[src/rtl/state_pkg.sv]
// Shared game and board-link types: game state encoding, link frame layout and transmitter FSM states.
package state_pkg;

    typedef enum logic [1:0] {
        START   = 2'd0,
        LEVEL_1 = 2'd1,
        FINISH  = 2'd2
    } g_state;

    localparam int LINK_DATA_BITS  = 16;
    localparam int LINK_XPOS_LSB   = 0;
    localparam int LINK_STATE_LSB  = 12;
    localparam int LINK_START_BIT  = 14;
    localparam int LINK_PARITY_BIT = 15;

    typedef struct packed {
        logic        parity;
        logic        start_req;
        g_state      state;
        logic [11:0] xpos;
    } link_frame_t;

    // Transmitter states carry a TX_ prefix so they do not collide with g_state::START.
    typedef enum logic [2:0] {
        TX_IDLE,
        TX_START,
        TX_DATA,
        TX_STOP,
        TX_GAP
    } tx_state_t;

    // Even parity: total number of ones across all 16 bits comes out even.
    function automatic link_frame_t pack_frame(input logic [11:0] xpos, input g_state st,
                                               input logic start_req);
        link_frame_t f;
        f.xpos      = xpos;
        f.state     = st;
        f.start_req = start_req;
        f.parity    = ^{start_req, st, xpos};
        return f;
    endfunction

endpackage

[src/rtl/link_baud_tick.sv]
// Bit-period timer for the GPIO link: pulses bit_tick on the last clock of each bit period.
module link_baud_tick #(
    parameter int CLK_DIV = 40
) (
    input  logic clk_40,
    input  logic rst,
    input  logic run,
    output logic bit_tick
);

    localparam int CW = $clog2(CLK_DIV);
    localparam logic [CW-1:0] LAST = CW'(CLK_DIV - 1);

    logic [CW-1:0] cnt_q, cnt_d;

    // NOTE: every signal written in always_comb gets a default first, so no path can infer a latch.
    always_comb begin
        bit_tick = run && (cnt_q == LAST);
        cnt_d    = cnt_q + CW'(1);
        if (!run || bit_tick) cnt_d = '0;
    end

    // NOTE: state registers use non-blocking assignments so all flops update together at the edge.
    always_ff @(posedge clk_40) begin
        if (rst) cnt_q <= '0;
        else     cnt_q <= cnt_d;
    end

endmodule

[src/rtl/player_link_tx.sv]
// Board-to-board link transmitter: idle-high line, start bit, 16 data bits LSB first, stop bit, idle gap.
module player_link_tx
    import state_pkg::*;
#(
    parameter int CLK_DIV   = 40,
    parameter int FRAME_GAP = 16
) (
    input  logic        clk_40,
    input  logic        rst,
    input  logic        tx_valid,
    output logic        tx_ready,
    input  logic [11:0] xpos_player,
    input  g_state      game_state,
    input  logic        start_req,
    output logic        gpio_tx,
    output logic        busy
);

    localparam int GW = (FRAME_GAP > 0) ? $clog2(FRAME_GAP + 1) : 1;
    localparam logic [GW-1:0] LAST_GAP = GW'((FRAME_GAP > 0) ? FRAME_GAP - 1 : 0);
    localparam logic [3:0]    LAST_BIT = 4'(LINK_DATA_BITS - 1);

    tx_state_t                 state_q, state_d;
    logic [3:0]                bit_idx_q, bit_idx_d;
    logic [GW-1:0]             gap_cnt_q, gap_cnt_d;
    logic [LINK_DATA_BITS-1:0] word_q, word_d;
    logic                      gpio_q, gpio_d;
    logic                      bit_tick;

    link_baud_tick #(.CLK_DIV(CLK_DIV)) u_baud (
        .clk_40   (clk_40),
        .rst      (rst),
        .run      (state_q != TX_IDLE),
        .bit_tick (bit_tick)
    );

    always_comb begin
        state_d   = state_q;
        bit_idx_d = bit_idx_q;
        gap_cnt_d = gap_cnt_q;
        word_d    = word_q;
        case (state_q)
            TX_IDLE: if (tx_valid) begin
                word_d  = pack_frame(xpos_player, game_state, start_req);
                state_d = TX_START;
            end
            TX_START: if (bit_tick) begin
                bit_idx_d = '0;
                state_d   = TX_DATA;
            end
            TX_DATA: if (bit_tick) begin
                if (bit_idx_q == LAST_BIT) state_d = TX_STOP;
                else                       bit_idx_d = bit_idx_q + 4'd1;
            end
            TX_STOP: if (bit_tick) begin
                gap_cnt_d = '0;
                state_d   = (FRAME_GAP == 0) ? TX_IDLE : TX_GAP;
            end
            TX_GAP: if (bit_tick) begin
                if (gap_cnt_q == LAST_GAP) state_d = TX_IDLE;
                else                       gap_cnt_d = gap_cnt_q + GW'(1);
            end
            default: state_d = TX_IDLE;
        endcase

        // Line level follows the next state so it changes on the same edge as the FSM.
        case (state_d)
            TX_START: gpio_d = 1'b0;
            TX_DATA:  gpio_d = word_q[bit_idx_d];
            default:  gpio_d = 1'b1;
        endcase
    end

    // NOTE: the latched word is reset too; it is a single register, not a memory, so the cost is trivial.
    always_ff @(posedge clk_40) begin
        if (rst) begin
            state_q   <= TX_IDLE;
            bit_idx_q <= '0;
            gap_cnt_q <= '0;
            word_q    <= '0;
            gpio_q    <= 1'b1;
        end else begin
            state_q   <= state_d;
            bit_idx_q <= bit_idx_d;
            gap_cnt_q <= gap_cnt_d;
            word_q    <= word_d;
            gpio_q    <= gpio_d;
        end
    end

    assign gpio_tx  = gpio_q;
    assign tx_ready = (state_q == TX_IDLE);
    assign busy     = ~tx_ready;

endmodule

[config.mk]
export PLATFORM = sky130hd
export DESIGN_NAME = player_link_tx
export DESIGN_NICKNAME = d
export VERILOG_FILES = /design/src/rtl/state_pkg.sv /design/src/rtl/link_baud_tick.sv /design/src/rtl/player_link_tx.sv
export SDC_FILE = /design/constraint.sdc
export NUM_CORES = 1
export LEC_CHECK = 0
export ABC_AREA = 1
export BUFFER_PORTS_ARGS = -buffer_cell sky130_fd_sc_hd__buf_2
export CELL_PAD_IN_SITES_DETAIL_PLACEMENT = 1
export CELL_PAD_IN_SITES_GLOBAL_PLACEMENT = 2
export CORE_MARGIN = 1.5
export CORE_UTILIZATION = 25
export CTS_CLUSTER_DIAMETER = 200
export DETAILED_ROUTE_END_ITERATION = 16
export PLACE_DENSITY_LB_ADDON = 0.1
export SYNTH_ARGS = -nofsm -noshare
export SYNTH_HDL_FRONTEND = slang
export SYNTH_SLANG_ARGS = --single-unit
[constraint.sdc]
create_clock -name clk_40 -period 3.2 [get_ports clk_40]
set_input_delay 0.32 -clock clk_40 [delete_from_list [all_inputs] [get_ports clk_40]]
set_output_delay 0.32 -clock clk_40 [all_outputs]
set_load 0.02 [all_outputs]
==> results of run 1 <==
sequential cells by signal, indices dropped and copies added (netlist names):
| register | flops |
|---|---|
| word_q | 16 |
| u_baud.cnt_q | 6 |
| gap_cnt_q | 5 |
| bit_idx_q | 4 |
| state_q | 3 |
| gpio_tx | 1 |
critical path, cell delays in order, from the launching register on:
cell and delay (ps):
dfxtp_1 380, ha_1 220, nand3_1 120, nor2_2 220, nand4_1 120, nand2_1 90, nand2_2 160, nand2_4 170
nand2_1 70, nand3_1 70, nand3_1 90, nand2_1 80, nand2_1 50, nand3_1 60, nand2_1 50
metal layers:
layer  part of all wire [%]  routed length, um
met3                    2.3                108
met1                     51               2381
met4                   0.94                 44
met2                     46               2123
met5                      0                  0
final cells by class:
class / instances / area share (%)
Inverter: 44 / 7.617
Clock buffer: 8 / 4.582
Timing Repair Buffer: 21 / 4.926
Tap cell: 99 / 5.670
Multi-Input combinational cell: 179 / 45.13
Sequential cell: 35 / 32.07
layout by cell type, fill, tap and decap left out:
| master | instances |
|---|---|
| inv_1 | 40 |
| dfxtp_1 | 35 |
| nand2_1 | 34 |
| nand3_1 | 28 |
| nor2_1 | 25 |
| a21oi_1 | 23 |
| o21ai_0 | 22 |
| buf_2 | 20 |
| xnor2_1 | 13 |
| clkbuf_8 | 7 |
| nor3_1 | 5 |
| nand2_2 | 4 |
| ha_1 | 4 |
| inv_2 | 3 |
| xor2_1 | 3 |
| nand4_1 | 3 |
| nand2_4 | 3 |
| nor2_2 | 2 |
| and2_2 | 2 |
| clkinv_2 | 1 |
| nand3_4 | 1 |
| a21o_2 | 1 |
| nor2_4 | 1 |
| a31oi_1 | 1 |
| o2111ai_1 | 1 |
| nand3_2 | 1 |
| nor4_1 | 1 |
| o211a_1 | 1 |
| clkbuf_1 | 1 |
| buf_4 | 1 |
worst paths after layout:
path	end	slack, ps	cells after the start
worst max register to register	gpio_tx$_SDFF_PP1_	1160	14
worst min-delay path	word_q[10]$_SDFFE_PP0P_	340	3
worst min register to register	word_q[5]$_SDFFE_PP0P_	450	2
worst max-delay path	gpio_tx$_SDFF_PP1_	1160	14
kinds of logic after synthesis:
family / after synthesis / share of synthesized area [%]
adder cells (fa/ha/maj): 4 / 2.674
flip-flops: 35 / 37.43
AND/OR/NAND/NOR: 110 / 28.68
XOR/XNOR: 16 / 7.487
AO/OA/AOI/OAI: 49 / 13.84
buffers and inverters: 49 / 9.892
power breakdown:
group / internal (mW) / total (mW) / switching (mW)
combinational: 0.0558 / 0.136 / 0.0807
sequential: 0.458 / 0.464 / 0.00625
clock: 0.196 / 0.352 / 0.156
total: 0.710 / 0.953 / 0.243
metrics by stage:
step	total power [mW]	instances	setup WS [ps]
3_5_place_dp	0.6150	378	1160
5_1_grt	1.014	386	853.3
4_1_cts	0.9761	386	1141
3_3_place_gp	0.6145	378	1128
2_1_floorplan	0.5717	263	1521
6_report	0.9525	386	1158
==> flow_summary.toml, run 1 <==
[cells_and_area]
area_growth_pct = 16.71
utilization_pct = 30.12
final_area_mm2 = 0.002185
antenna_cells = 0
drive_gt1_share_pct = 16.38
regArea_um2 = 700.7
multi_input_area_um2 = 985.9
fillers = 913
finalNetCount = 308

[place]
hpwlAfterDp_um = 3596
dpl-instance-area_mm2 = 0.002085
io_buffers = 20
routabilityCongestion = 0.7858

[clock_network]
postCtsHoldBufs = 0
cts_tree = "yes"
htreeDepth = 2
cts.clk_slew.worst_paths_ps = 70
clock_latency_ps = 290
cts_inserted_buffers = 5
clockBufferDepth = 2
post_cts_buffers = 0
cts.sinks = 35
cts-root-buf = "clkbuf_8"
cts_resized = 0

[global_routing]
grt_util_all_layers_pct = 13.11
grt-ovfl-total = 0
use_met3_pct = 2.770
grt_use_met1_pct = 18.31
grt_max_degree = 33
grt_antenna_before_repair = 0
busiest_layer = "met2"
grtUsageMet2_pct = 19.89
first_global_vias = 1634
grt_pass1_wl_um = 7976

[synth]
ys_top_cells_by_area = "dfxtp_1 37%, inv_1 8.0%, nand3_1 7.5%, nand2_1 6.8%, a21oi_1 6.1%"
synth_fp_nets = 285
synth-seq-area-share_pct = 37.43
avgSynthCellArea_um2 = 7.117
syn-instance-count = 263
synth_commonest_cells = "40 x inv_1, 35 x dfxtp_1, 34 x nand2_1"
yosysTopAreaCell = "dfxtp_1"
synth_top_flop_cell = "dfxtp_1"
synthArstFlopShare_pct = 0
yosysMostFrequentCell = "inv_1"
syn_area_mm2 = 0.001872
synth_top_area_share_pct = 37.43
synth_cell_types = 28
yosysWarningCount = 0
ys_seq_elements = 35
synth_enable_flop_cells = 0

[drt]
drt_iter0_drc = 47
drt-wirelength-per-cell_um = 12.07
drtPass1Iterations = 4
drc = 0
vias = 1679
drt-total-wl_um = 4658
vias_per_cell = 4.350
postRouteAntennaNets = 0

[flow_run]
maxCapViolCount = 0

[floorplan]
die-area_mm2 = 0.008016
die_y_um = 89.53
core_area_mm2 = 0.007253
initial_core_util_pct = 25.81
io_pins = 21
rows = 31
dieWidth_um = 89.53

[sta]
fin_hold_ws_ps = 336.6
finalHoldViolations = 0
clock_skew_ps = 5.271
max_freq_ghz = 0.4897
tightest_slew_ps = 549.5
fin_crit_sh_pct = 63.81
setup_viol = 0
relSlewSlack_pct = 63.33
final_max_slew_viol_count = 0
tns_ps = 0
finalCriticalPeriod_ps = 2042
rsz0062_at_grt = "no"

[pwr]
p_per_area_mw_per_mm2 = 436.0
p_leak_nw = 0.9065
ir_drop_mv = 0.2039

[setup_path]
arrival_ps = 2220
crit_fanout = 9
start_kind = "flop"
end_kind = "flop"
worstSetupPathType = "flop to flop"
regToRegStartpoint = "u_baud.cnt_q[0]$_SDFF_PP0_"
cp.required_ps = 3380
crit_start = "u_baud.cnt_q[0]$_SDFF_PP0_"

[min_path]
hp-start = "xpos_player[10]"
hold_class = "primary input to flop"

[status]
status = "finished, final reports clean"
No activity file was read; power rests on OpenSTA's default activity.
==> run 2, diff against run 1 <==
==> constraint.sdc (replaced) <==
create_clock -name clk_40 -period 1.9 [get_ports clk_40]
set_input_delay 0.19 -clock clk_40 [delete_from_list [all_inputs] [get_ports clk_40]]
set_output_delay 0.19 -clock clk_40 [all_outputs]
set_load 0.02 [all_outputs]
==> flow_summary.toml, run 2 (synthesized netlist as in run 1, its figures left out) <==
[cells_and_area]
antenna_cells = 0
fillers = 932
finalNetCount = 325
layout_common_cells = "39 x inv_1, 31 x nand2_1, 31 x dfxtp_1"
largest_reg_flops = 16
final_area_mm2 = 0.002399
reg.largest.list = "word_q (16), u_baud.cnt_q (6), gap_cnt_q (5)"
top_register = "word_q"
area_growth_pct = 28.14
layout_commonest_cell = "inv_1"
drive_gt1_share_pct = 25.99

[clock_network]
cts.sinks = 35
clockBufferDepth = 2
cts_inserted_buffers = 5
cts_tree = "yes"
clock_latency_ps = 290
cts.clk_slew.worst_paths_ps = 70
cts-root-buf = "clkbuf_8"
htreeDepth = 2
postCtsHoldBufs = 0

[pwr]
p_sw_share_pct = 26.24
seqPwrFrac_pct = 47.8
switchingPower_uw = 428.6
power_mw = 1.633
p_int_mw = 1.205
share_comb_of_total_power_pct = 15.1
pwr-share-clk_pct = 37.1
ir_drop_mv = 0.2878
p_leak_nw = 1.011
p_per_area_mw_per_mm2 = 681.0

[sta]
finalCriticalPeriod_ps = 1788
max_freq_ghz = 0.5593
rsz0062_at_grt = "yes"
finalHoldViolations = 0
final_max_slew_viol_count = 0
clock_skew_ps = 3.826
relSlewSlack_pct = 81.27
fin_crit_sh_pct = 94.11
setup_viol = 0
tightest_slew_ps = 278.0

[drt]
highest_layer = "met4"
wl_met1_um = 2500
drt-total-wl_um = 4866
vias_per_cell = 4.382
drt_iter0_drc = 48
dr_wl_met3_um = 116
drt-wirelength-per-cell_um = 12.07
postRouteAntennaNets = 0
route.met2.wl_um = 2193
drtPass1Iterations = 5
vias = 1766
drc = 0

[global_routing]
grt_pass1_wl_um = 8190
first_global_vias = 1730
grt_antenna_before_repair = 0
grt_util_all_layers_pct = 13.48
grt_max_degree = 33
grt-ovfl-total = 0

[floorplan]
die_y_um = 89.53
dieWidth_um = 89.53
core_area_mm2 = 0.007253
die-area_mm2 = 0.008016
rows = 31
io_pins = 21
initial_core_util_pct = 25.81

[flow_run]
maxCapViolCount = 0

[setup_path]
cp_top_family = "simple AND/OR/NAND/NOR gates"
cp.required_ps = 2090
crit_start = "u_baud.cnt_q[1]$_SDFF_PP0_"
slowest_stage = "dfxtp_4"
crit_buf_inv = 3
start_kind = "flop"
end_kind = "flop"
regToRegStartpoint = "u_baud.cnt_q[1]$_SDFF_PP0_"
arrival_ps = 1970
cp_slowest_stage_delay_ps = 370
crit_chain = "ha_4 > nand2_4 > inv_4 > nand3_4 > nor2_4 > inv_1 > nor2_1 > nor2_1 > nand2_2 > inv_2 > nand3_1 > nand3_1 > nand2_1 > nand2_1 > nand3_1 > nand2_1"
worstSetupPathType = "flop to flop"
crit_fanout = 6

[place]
dpl-instance-area_mm2 = 0.002160
hpwlAfterDp_um = 3791
routabilityCongestion = 0.7471
io_buffers = 20

[min_path]
hold_class = "primary input to flop"
hp-start = "xpos_player[11]"

[status]
status = "finished, final reports clean"
-- run 2: path summary, 6_finish.rpt --
| path | to | slack [ps] | cells after the start |
|---|---|---|---|
| setup / recovery | gpio_tx$_SDFF_PP1_ | 110 | 16 |
| hold / removal | word_q[11]$_SDFFE_PP0P_ | 200 | 3 |
| setup reg to reg | gpio_tx$_SDFF_PP1_ | 110 | 16 |
| hold reg to reg | word_q[14]$_SDFFE_PP0P_ | 450 | 2 |
-- run 2: cell type report --
type	count	area (um2)	area share, %
inverters	44	167.7	6.990
clock buffers	8	100.1	4.173
well taps	99	123.9	5.164
multi-input cells	179	1064	44.34
repair buffers	38	235.2	9.807
flip-flops and latches	35	708.2	29.53
-- run 2: power groups by stage --
stage | Sequential, mW | Clock, mW | Combinational, mW
5_1_grt | 0.784 | 0.659 | 0.284
3_5_place_dp | 0.798 | 0 | 0.246
2_1_floorplan | 0.799 | 0 | 0.164
4_1_cts | 0.781 | 0.626 | 0.247
3_3_place_gp | 0.797 | 0 | 0.246
6_report | 0.780 | 0.607 | 0.246
-- run 2: routing by layer --
metal  up-vias  global-route usage [%]
met3         5                   3.047
met1       816                   18.91
met2        19                   20.51
li1        926                       -
met5         -                       0
met4         0                   4.196
-- run 2: worst reg2reg max path, cell delays in order (launching register included) --
cell,delay [ps]
dfxtp_4,370
ha_4,150
nand2_4,60
inv_4,60
nand3_4,80
nor2_4,160
inv_1,50
nor2_1,80
nor2_1,50
nand2_2,130
inv_2,80
nand3_1,90
nand3_1,80
nand2_1,80
nand2_1,50
nand3_1,70
nand2_1,50
-- run 2: through the flow --
| step | hold WS, ps | util, % | setup slack [ps] | cells | TNS, ps |
|---|---|---|---|---|---|
| floorplan | 382.1 | - | 221.4 | 263 | 0 |
| global placement | 444.1 | 29.77 | -38.66 | 388 | -38.66 |
| detailed placement | 445.7 | 29.77 | -6.808 | 388 | -6.808 |
| CTS | 209.8 | 31.64 | 0.3695 | 400 | 0 |
| global route | 231.0 | 33.07 | -35.10 | 403 | -35.10 |
| finish | 204.7 | 33.07 | 111.9 | 403 | 0 |
-- run 2: what timing repair did --
action	CTS	global route
buffers inserted	4	3
hold endpoints to repair	0	0
gates resized for setup	3	21
endpoints found under the setup margin	1	4
pin swaps	3	7
==> run 3, diff against run 2 <==
--- a/config.mk
+++ b/config.mk
@@ -9,11 +9,12 @@
 export BUFFER_PORTS_ARGS = -buffer_cell sky130_fd_sc_hd__buf_2
 export CELL_PAD_IN_SITES_DETAIL_PLACEMENT = 1
 export CELL_PAD_IN_SITES_GLOBAL_PLACEMENT = 2
-export CORE_MARGIN = 1.5
+export CORE_MARGIN = 2
 export CORE_UTILIZATION = 25
 export CTS_CLUSTER_DIAMETER = 200
 export DETAILED_ROUTE_END_ITERATION = 16
 export PLACE_DENSITY_LB_ADDON = 0.1
+export SLEW_MARGIN = 20
 export SYNTH_ARGS = -nofsm -noshare
 export SYNTH_HDL_FRONTEND = slang
 export SYNTH_SLANG_ARGS = --single-unit
==> flow_summary.toml, run 3 (synthesized netlist as in run 1, its figures left out) <==
[status]
status = "finished, final reports clean"

[pwr]
switchingPower_uw = 448.8
pwr-share-clk_pct = 34.1
p_sw_share_pct = 28.48
p_int_mw = 1.127
ir_drop_mv = 0.2833
share_comb_of_total_power_pct = 16.4
seqPwrFrac_pct = 49.5
p_per_area_mw_per_mm2 = 638.1
p_leak_nw = 1.035

[sta]
max_freq_ghz = 0.5424
setup_viol = 0
clock_skew_ps = 6.554
finalHoldViolations = 0
rsz0062_at_grt = "yes"
tightest_slew_ps = 292.4
fin_crit_sh_pct = 97.03
finalCriticalPeriod_ps = 1844
final_max_slew_viol_count = 0
relSlewSlack_pct = 80.50

[floorplan]
core_area_mm2 = 0.007253
rows = 31
initial_core_util_pct = 25.81
die-area_mm2 = 0.008196
io_pins = 21
dieWidth_um = 90.53
die_y_um = 90.53

[cells_and_area]
reg.largest.list = "word_q (16), u_baud.cnt_q (6), gap_cnt_q (5)"
top_register = "word_q"
largest_reg_flops = 16
finalNonFillerCells = 404
layout_common_cells = "38 x inv_1, 32 x dfxtp_1, 28 x nand2_1"
area_growth_pct = 31.95
layout_commonest_cell = "inv_1"
drive_gt1_share_pct = 31.48
final_area_mm2 = 0.002470
finalNetCount = 326
antenna_cells = 0

[min_path]
hold_class = "primary input to flop"

[global_routing]
first_global_vias = 1764
grt_max_degree = 33
grt-ovfl-total = 0
grt_pass1_wl_um = 8549
grt_util_all_layers_pct = 12.82
grt_antenna_before_repair = 0

[drt]
postRouteAntennaNets = 0
drt_iter0_drc = 71
drc = 0
drtPass1Iterations = 4
vias = 1775
vias_per_cell = 4.394
drt-wirelength-per-cell_um = 12.83
drt-total-wl_um = 5185

[setup_path]
cp.required_ps = 2090
end_kind = "flop"
crit_chain = "ha_4 > nand3_1 > nor2_4 > nand4_1 > nand2_2 > nand2_4 > nand2_4 > nand2_1 > nand3_4 > nand3_2 > nand2_1 > nand2_1 > nand3_1 > nand2_1"
crit_fanout = 5
slowest_stage = "dfxtp_2"
arrival_ps = 2040
crit_top_cell = "nand2_1"
cp_slowest_stage_delay_ps = 360
worstSetupPathType = "flop to flop"
start_kind = "flop"

[clock_network]
cts_inserted_buffers = 5
clock_latency_ps = 290
cts_tree = "yes"
cts.sinks = 35
cts-root-buf = "clkbuf_8"
cts.clk_slew.worst_paths_ps = 80
clockBufferDepth = 2
htreeDepth = 2

[place]
hpwlAfterDp_um = 3704
dp_cells = 386
dpl-instance-area_mm2 = 0.002145
routabilityCongestion = 0.7143
io_buffers = 20

[flow_run]
maxCapViolCount = 0
==> run 3: path summary, 6_finish.rpt <==
path	to	from	cells after the start	slack [ps]
worst min register to register	word_q[14]$_SDFFE_PP0P_	word_q[14]$_SDFFE_PP0P_	2	470
worst min-delay path	word_q[10]$_SDFFE_PP0P_	xpos_player[10]	3	200
worst max register to register	gpio_tx$_SDFF_PP1_	u_baud.cnt_q[0]$_SDFF_PP0_	14	60
worst max-delay path	gpio_tx$_SDFF_PP1_	u_baud.cnt_q[0]$_SDFF_PP0_	14	60
==> run 3: power by group through the flow <==
stage / combinational, mW / sequential, mW / clock (mW)
5_1_grt: 0.293 / 0.785 / 0.591
3_3_place_gp: 0.249 / 0.797 / 0
4_1_cts: 0.251 / 0.782 / 0.571
2_1_floorplan: 0.164 / 0.799 / 0
3_5_place_dp: 0.248 / 0.798 / 0
6_report: 0.259 / 0.780 / 0.537
==> run 3: what timing repair did <==
action                                  4_1_cts  5_1_grt
hold buffers                                  0        0
endpoints found under the setup margin        1        2
resized for setup                             6       40
gates cloned                                  1        2
pin swaps                                     4       22
endpoints found under the hold margin         0        0
buffers inserted                              3        4
==> run 3: routing by layer <==
metal / GRT usage, % / routed length (um) / up-vias
li1: - / - / 932
met1: 18.23 / 2691 / 822
met2: 19.59 / 2319 / 16
met3: 2.671 / 121 / 5
met4: 3.462 / 53 / 0
met5: 0 / 0 / -
==> run 3: metrics by stage <==
| step | setup WS [ps] | hold WS, ps | total power [mW] | util [%] | TNS, ps |
|---|---|---|---|---|---|
| 4_1_cts | 1.470 | 197.9 | 1.603 | 31.43 | 0 |
| 5_1_grt | -51.61 | 213.9 | 1.669 | 34.05 | -51.61 |
| 3_5_place_dp | -35.81 | 460.9 | 1.046 | 29.57 | -35.81 |
| 2_1_floorplan | 221.4 | 382.1 | 0.9629 | - | 0 |
| 6_report | 56.40 | 203.3 | 1.576 | 34.05 | 0 |
| 3_3_place_gp | -47.91 | 446.4 | 1.046 | 29.57 | -47.91 |
==> run 3: cell type report <==
class	instances	area [um2]
multi-input combinational	182	1162
sequential	35	706.9
fill	912	4783
clock inverter	3	15.01
tap	99	123.9
timing repair buffer	36	220.2
clock buffer	5	68.82
inverter	44	172.7
==> run 3: worst max-delay path, delay by kind of cell, from the launching register on <==
family / cells / cell delay [ps]
DFF: 1 / 360
adders and majority gates: 1 / 160
and+or+nand+nor: 13 / 1210
